<file path="src/rtl/fpga_cfg_pkg.sv">
// Shared configuration for the QMC path generator: datapath width,
// sequencer FSM states and the in-flight tag carried beside each request.
package fpga_cfg_pkg;

    localparam int FP_WIDTH  = 16;
    // The tag carries dimensions up to 2^TAG_DIM_W-1; M must stay within that.
    localparam int TAG_DIM_W = 8;

    typedef enum logic [1:0] {
        ST_IDLE  = 2'd0,
        ST_RUN   = 2'd1,
        ST_DRAIN = 2'd2
    } seq_state_e;

    // Tag index is FP_WIDTH wide; sequencer WIDTH must not exceed FP_WIDTH.
    typedef struct packed {
        logic [FP_WIDTH-1:0]  idx;
        logic [TAG_DIM_W-1:0] dim;
        logic                 last;
    } seq_tag_t;

endpackage

</file>
<file path="src/rtl/seq_tag_fifo.sv">
// In-order tag FIFO: synchronous push/pop, show-ahead head, full/empty flags.
// A push while full is accepted only when a pop happens in the same cycle.
module seq_tag_fifo #(
    parameter int DW    = 8,
    parameter int DEPTH = 4,
    localparam int AW   = (DEPTH > 1) ? $clog2(DEPTH) : 1
) (
    input  logic          clk,
    input  logic          rst_n,
    input  logic          push_i,
    input  logic [DW-1:0] data_i,
    input  logic          pop_i,
    output logic [DW-1:0] data_o,
    output logic          full_o,
    output logic          empty_o
);

    logic [DW-1:0] mem_q [DEPTH];
    logic [AW:0]   wr_q, rd_q;
    logic          do_push, do_pop;

    assign empty_o = (wr_q == rd_q);
    assign full_o  = (wr_q[AW] != rd_q[AW]) && (wr_q[AW-1:0] == rd_q[AW-1:0]);
    assign do_pop  = pop_i && !empty_o;
    assign do_push = push_i && (!full_o || do_pop);
    assign data_o  = mem_q[rd_q[AW-1:0]];

    // Storage write; contents need no reset since empty_o guards the head.
    always_ff @(posedge clk) begin
        if (do_push) mem_q[wr_q[AW-1:0]] <= data_i;
    end

    // Read/write pointers with wrap bit for full/empty disambiguation.
    always_ff @(posedge clk or negedge rst_n) begin
        if (!rst_n) begin
            wr_q <= '0;
            rd_q <= '0;
        end else begin
            if (do_push) wr_q <= wr_q + (AW+1)'(1);
            if (do_pop)  rd_q <= rd_q + (AW+1)'(1);
        end
    end

endmodule

</file>
<file path="src/rtl/sobol_sequencer.sv">
// Request-side driver for one Sobol lane: walks (path, dim) pairs, issues
// one request per pair, and tags each returned coordinate in order.
//
//   state    | meaning
//   ST_IDLE  | waiting for start; start with num_paths=0 just pulses done
//   ST_RUN   | issuing requests, path-major, dim 0..M-1
//   ST_DRAIN | all requests issued, forwarding remaining responses
module sobol_sequencer
    import fpga_cfg_pkg::*;
#(
    parameter int WIDTH      = FP_WIDTH,
    parameter int M          = 50,
    parameter int LANE_ID    = 0,
    parameter int LANE_COUNT = 1,
    parameter int TAG_DEPTH  = 4,
    localparam int DIM_W     = (M > 1) ? $clog2(M) : 1
) (
    input  logic             clk,
    input  logic             rst_n,
    input  logic             start,
    input  logic [WIDTH-1:0] base_idx,
    input  logic [WIDTH-1:0] num_paths,
    output logic             busy,
    output logic             done,
    output logic             err,
    output logic             req_valid,
    input  logic             req_ready,
    output logic [WIDTH-1:0] req_idx,
    output logic [DIM_W-1:0] req_dim,
    input  logic             rsp_valid,
    output logic             rsp_ready,
    input  logic [WIDTH-1:0] rsp_sobol,
    output logic             out_valid,
    input  logic             out_ready,
    output logic [WIDTH-1:0] out_sobol,
    output logic [WIDTH-1:0] out_idx,
    output logic [DIM_W-1:0] out_dim,
    output logic             out_last
);

    seq_state_e       state_q;
    logic [WIDTH-1:0] idx_q, path_q, paths_q;
    logic [DIM_W-1:0] dim_q;
    logic             done_q, err_q;

    logic     fifo_full, fifo_empty, req_fire, pop, last_dim, last_path;
    seq_tag_t push_tag, head_tag;

    assign last_dim  = (dim_q == DIM_W'(M - 1));
    assign last_path = (path_q == paths_q - WIDTH'(1));
    assign req_valid = (state_q == ST_RUN) && !fifo_full;
    assign req_fire  = req_valid && req_ready;
    assign req_idx   = idx_q;
    assign req_dim   = dim_q;

    assign push_tag.idx  = FP_WIDTH'(idx_q);
    assign push_tag.dim  = TAG_DIM_W'(dim_q);
    assign push_tag.last = last_dim && last_path;

    // A response with no pending tag is swallowed so the lane never stalls.
    assign rsp_ready = fifo_empty ? 1'b1 : out_ready;
    assign out_valid = !fifo_empty && rsp_valid;
    assign pop       = out_valid && out_ready;
    assign out_sobol = fifo_empty ? '0 : rsp_sobol;
    assign out_idx   = fifo_empty ? '0 : WIDTH'(head_tag.idx);
    assign out_dim   = fifo_empty ? '0 : DIM_W'(head_tag.dim);
    assign out_last  = !fifo_empty && head_tag.last;

    assign busy = (state_q != ST_IDLE);
    assign done = done_q;
    assign err  = err_q;

    seq_tag_fifo #(
        .DW    ($bits(seq_tag_t)),
        .DEPTH (TAG_DEPTH)
    ) u_tag_fifo (
        .clk     (clk),
        .rst_n   (rst_n),
        .push_i  (req_fire),
        .data_i  (push_tag),
        .pop_i   (pop),
        .data_o  (head_tag),
        .full_o  (fifo_full),
        .empty_o (fifo_empty)
    );

    // Sequencing FSM with index accumulator, done pulse and sticky error.
    always_ff @(posedge clk or negedge rst_n) begin
        if (!rst_n) begin
            state_q <= ST_IDLE;
            idx_q   <= '0;
            path_q  <= '0;
            paths_q <= '0;
            dim_q   <= '0;
            done_q  <= 1'b0;
            err_q   <= 1'b0;
        end else begin
            done_q <= 1'b0;
            if (rsp_valid && fifo_empty) err_q <= 1'b1;
            case (state_q)
                ST_IDLE: begin
                    if (start) begin
                        if (num_paths == '0) begin
                            done_q <= 1'b1;
                        end else begin
                            state_q <= ST_RUN;
                            idx_q   <= base_idx + WIDTH'(LANE_ID);
                            path_q  <= '0;
                            paths_q <= num_paths;
                            dim_q   <= '0;
                        end
                    end
                end
                ST_RUN: begin
                    if (req_fire) begin
                        if (last_dim) begin
                            dim_q  <= '0;
                            path_q <= path_q + WIDTH'(1);
                            idx_q  <= idx_q + WIDTH'(LANE_COUNT);
                            if (last_path) state_q <= ST_DRAIN;
                        end else begin
                            dim_q <= dim_q + DIM_W'(1);
                        end
                    end
                end
                ST_DRAIN: begin
                    if (pop && head_tag.last) begin
                        state_q <= ST_IDLE;
                        done_q  <= 1'b1;
                    end
                end
                default: state_q <= ST_IDLE;
            endcase
        end
    end

endmodule

</file>
<file path="config.mk">
export PLATFORM = sky130hd
export DESIGN_NAME = sobol_sequencer
export DESIGN_NICKNAME = d
export VERILOG_FILES = /design/src/rtl/fpga_cfg_pkg.sv /design/src/rtl/seq_tag_fifo.sv /design/src/rtl/sobol_sequencer.sv
export SDC_FILE = /design/constraint.sdc
export NUM_CORES = 1
export LEC_CHECK = 0
export BUFFER_PORTS_ARGS = -buffer_cell sky130_fd_sc_hd__buf_2
export CORE_MARGIN = 2
export CORE_UTILIZATION = 53
export CTS_BUF_LIST = sky130_fd_sc_hd__clkbuf_8
export DETAILED_ROUTE_END_ITERATION = 10
export GPL_TIMING_DRIVEN = 0
export PLACE_DENSITY = 0.78
export SYNTH_ARGS = -nofsm -noshare
export SYNTH_HDL_FRONTEND = slang
export SYNTH_SLANG_ARGS = --single-unit
</file>
<file path="constraint.sdc">
create_clock -name clk -period 2.29 [get_ports clk]
set_input_delay 0.1145 -clock clk [delete_from_list [all_inputs] [get_ports clk]]
set_output_delay 0.1145 -clock clk [all_outputs]
set_load 0.05 [all_outputs]
</file>
==> results.md <==
* Post-route ant nets at 0
* Sw Share at a little under half
* Clk pwr share at 13.3%
* Commonest cells post-synth: 92 x edfxtp_1, 71 x nand2_1, 64 x dfrtp_1
* Final cell count without fillers at around 1,000
* Critical path class: reg -> reg
* Die Y at ~120 um
* Post-synth top area cell: edfxtp_1
* Proportion of layout cells with a drive suffix above 1 at 33.4%
* Buffers on Ports at between 100 and 150
* Crit-path leading delay family: simple AND/OR/NAND/NOR gates
* CTS root buf: clkbuf_8
* Reg2reg end: state_q[1]
* Synth Cell Area at about 7600 um2
* Max incr delay on CP at 0.56 ns
* Top cell type's share of synthesized area at between 30% and 40%
* Largest net degree at the start of global routing at 65
* Worst hold path type: in -> reg
* Fin nets at 869
* Syn. warnings at 0
* DRC viols at 0
* Max clock buf depth at 2
* Number of max-cap violations at 0
* Die area at 15,300 um2
* FMAX at around 0.44 GHz
* R2R Path Start: paths_q[7]
* Setup ws final at approximately 0.015 ns
* Die width at 124 um
* Status: finished clean
* Tcrit/Tclk final at 99.3%
* Clk_lat worst skew at 0.46 ns
* Core ar. at 13,900 um2
* Synth Area per Inst at roughly 12 um2
* Seq pwr share at between 30% and 40%
* RePlAce Congestion at just over 0.9
* Cells on worst reg2reg path at 7
* P_leak at about 0.0038 uW
* CP Cell Sequence: buf_4 > nor4_4 > and4_4 > and3_4 > nor2_1 > or4_4 > o31ai_4
* CP max stage cell: or4_4
* Min Tclk post-route at ~2.3 ns
* Fin. Hold Viols at 0
* Pwr dens at 1640 nW/um2
* Vias in the first global route at around 5,500
* Switching Power at roughly 7500 uW
* Relative slew slack at about 44%
* VDD IR-drop max at 0.735 mV
* First-pass GRT wire length at between 20,000 and 30,000 um
* Synth Flop Type: edfxtp_1
* Diode count at 0
* Final setup vio count at 0
* Buf+Inv Stages, Crit Path at 1
* CP Data Required Time at roughly 2.7 ns
* DRT iter0 DRCs at approximately 540
* Clock Sinks at ~160
* Startpoint types: flop
* Syn Inst Count at a little over 600
* Worst-Margin Slew at 0.838 ns
* DP Worst Slack at -0.409 ns
* Comb power frac at between 50 and 60%
* Pins Over Slew Limit at 0
* Routed Wire Length at 18,400 um
* CTS clk-pin slew, worst paths at ~0.090 ns
* Count leader, synth: edfxtp_1
* Placed Cells incl. Taps at 917
* Async SR Flop Fraction at 41.0%
* CP Capture Type: flop
* Total CTS buffers at 17
* Area delta synth->final at 26.1%
* GRT Util Overall at around 24%
* Post-synthesis sequential area ratio at around 57%
* CP Depth at 7
* Synth unique cells at a little under 60
* Flops & latches, synth at between 150 and 200
* Synth area leaders: edfxtp_1 36%, dfrtp_1 21%, mux4_2 6.8%, and2_1 3.7%, nand2_1 3.5%
* Worst setup path startpoint: paths_q[7]
* Gr ovfl total at 0
* Drt pass-1 iters at 5
* Worst-path fanout max at 7
* Initial antenna violation count at 0
* Routed len/inst at approximately 18 um
* EDFF count, synth at 92
* RSZ-0062 raised after global routing: true
* Crit path to: state_q[1]
* Ports at between 100 and 150
* TNS Setup at 0 ns
* Internal power at between 8000 and 9000 uW
* Initial core utilization at a little over half
* Min Hold Slack at roughly 0.044 ns
* Total power at between 15,000 and 20,000 uW
* Vias per cell at 5.72
* CTS tree: done
* Vias at about 5,700
* Row cnt at 43
* Reg2Reg Setup Slack at approximately 0.015 ns
* H-tree depth at 4
* CP arrival at roughly 2.6 ns
* Final Skew at ~0.011 ns
* Synth Net Count at slightly below 700
* HPWL Detailed at between 10,000 and 15,000 um
[power groups by stage]
stage | Sequential (uW) | Combinational (uW) | Clock, uW
after detailed placement | 4960 | 7800 | 0
final | 4910 | 8750 | 2090
after global routing | 5040 | 9300 | 2220
after floorplan | 4700 | 6140 | 0
after CTS | 4880 | 8430 | 2110
after global placement | 4860 | 7650 | 0
[state kept, by name, indices dropped and copies added, names as in the netlist]
register,count
u_tag_fifo.mem_q,92
req_dim,6
done,1
u_tag_fifo.wr_q,3
path_q,16
paths_q,16
state_q,2
req_idx,16
u_tag_fifo.rd_q,3
err,1
[metal layers]
layer | vias up | global-route usage (%) | part of all wire (%)
li1 | 2624 | - | -
met1 | 2791 | 31.1 | 39
met2 | 243 | 41.4 | 51
met3 | 46 | 4.62 | 6.4
met4 | 0 | 9.38 | 2.8
met5 | - | 0 | 0
[cell type report]
class	count	area, um2
Multi-Input combinational cell	401	3040
Inverter	10	37.5
Tap cell	180	225
Clock inverter	15	164
Clock buffer	17	234
Sequential cell	156	4360
Buffer	50	377
Fill cell	925	4330
Timing Repair Buffer	169	1160
[how the worst min path moves through the flow]
stage / startpoint / endpoint / slack [ns] / cells after the start
after floorplan: rst_n / done / -0.18 / 0
after global placement: num_paths[11] / paths_q[11] / 0.32 / 3
after detailed placement: rst_n / paths_q[3] / 0.27 / 1
after CTS: start / done / 0.007 / 3
after global routing: start / done / 0.05 / 3
final: start / done / 0.04 / 3
[worst min-delay path, cell delays in order]
cell and delay, ns:
buf_2 0.15, nand3b_1 0.11, a21oi_1 0.08
[cells by family after synthesis]
family / count (synthesis) / synth area share [%]
buffers and inverters: 60 / 4.76
AND/OR/NAND/NOR: 251 / 17.8
multiplexers: 24 / 6.95
AO/OA/AOI/OAI: 70 / 6.26
XOR/XNOR: 46 / 5.29
adder cells (fa/ha/maj): 10 / 1.64
flip-flops: 156 / 57.3
[placed cells by master, fill, tap and decap left out, types with 7 or more instances in the layout]
cell / count
a21oi_1: 14
buf_4: 78
nand4_1: 8
nor3_1: 12
nor4_1: 11
ha_1: 9
edfxtp_1: 92
xor2_1: 14
dlygate4sd3_1: 35
and3_1: 7
buf_6: 8
inv_1: 9
nand3_1: 24
buf_2: 83
mux4_2: 23
nor2_1: 29
and2_1: 41
clkbuf_8: 17
nand2_1: 69
dfrtp_1: 64
o21ai_0: 23
xnor2_1: 29
[stage by stage]
step	util [%]	cell area, um2
final	68.9	9610
after CTS	67.6	9410
after global placement	60.6	8440
after global routing	68.9	9610
after detailed placement	60.6	8450
after floorplan	-	7620
[timing repair]
action | 4_1_cts | 5_1_grt
gates resized for setup | 65 | 38
pin swaps | 2 | 8
hold endpoints to repair | 100 | 0
hold buffers | 35 | 0
setup buffers | 7 | 7
setup endpoints to repair | 162 | 107
Power figures use the tool's default switching activity.
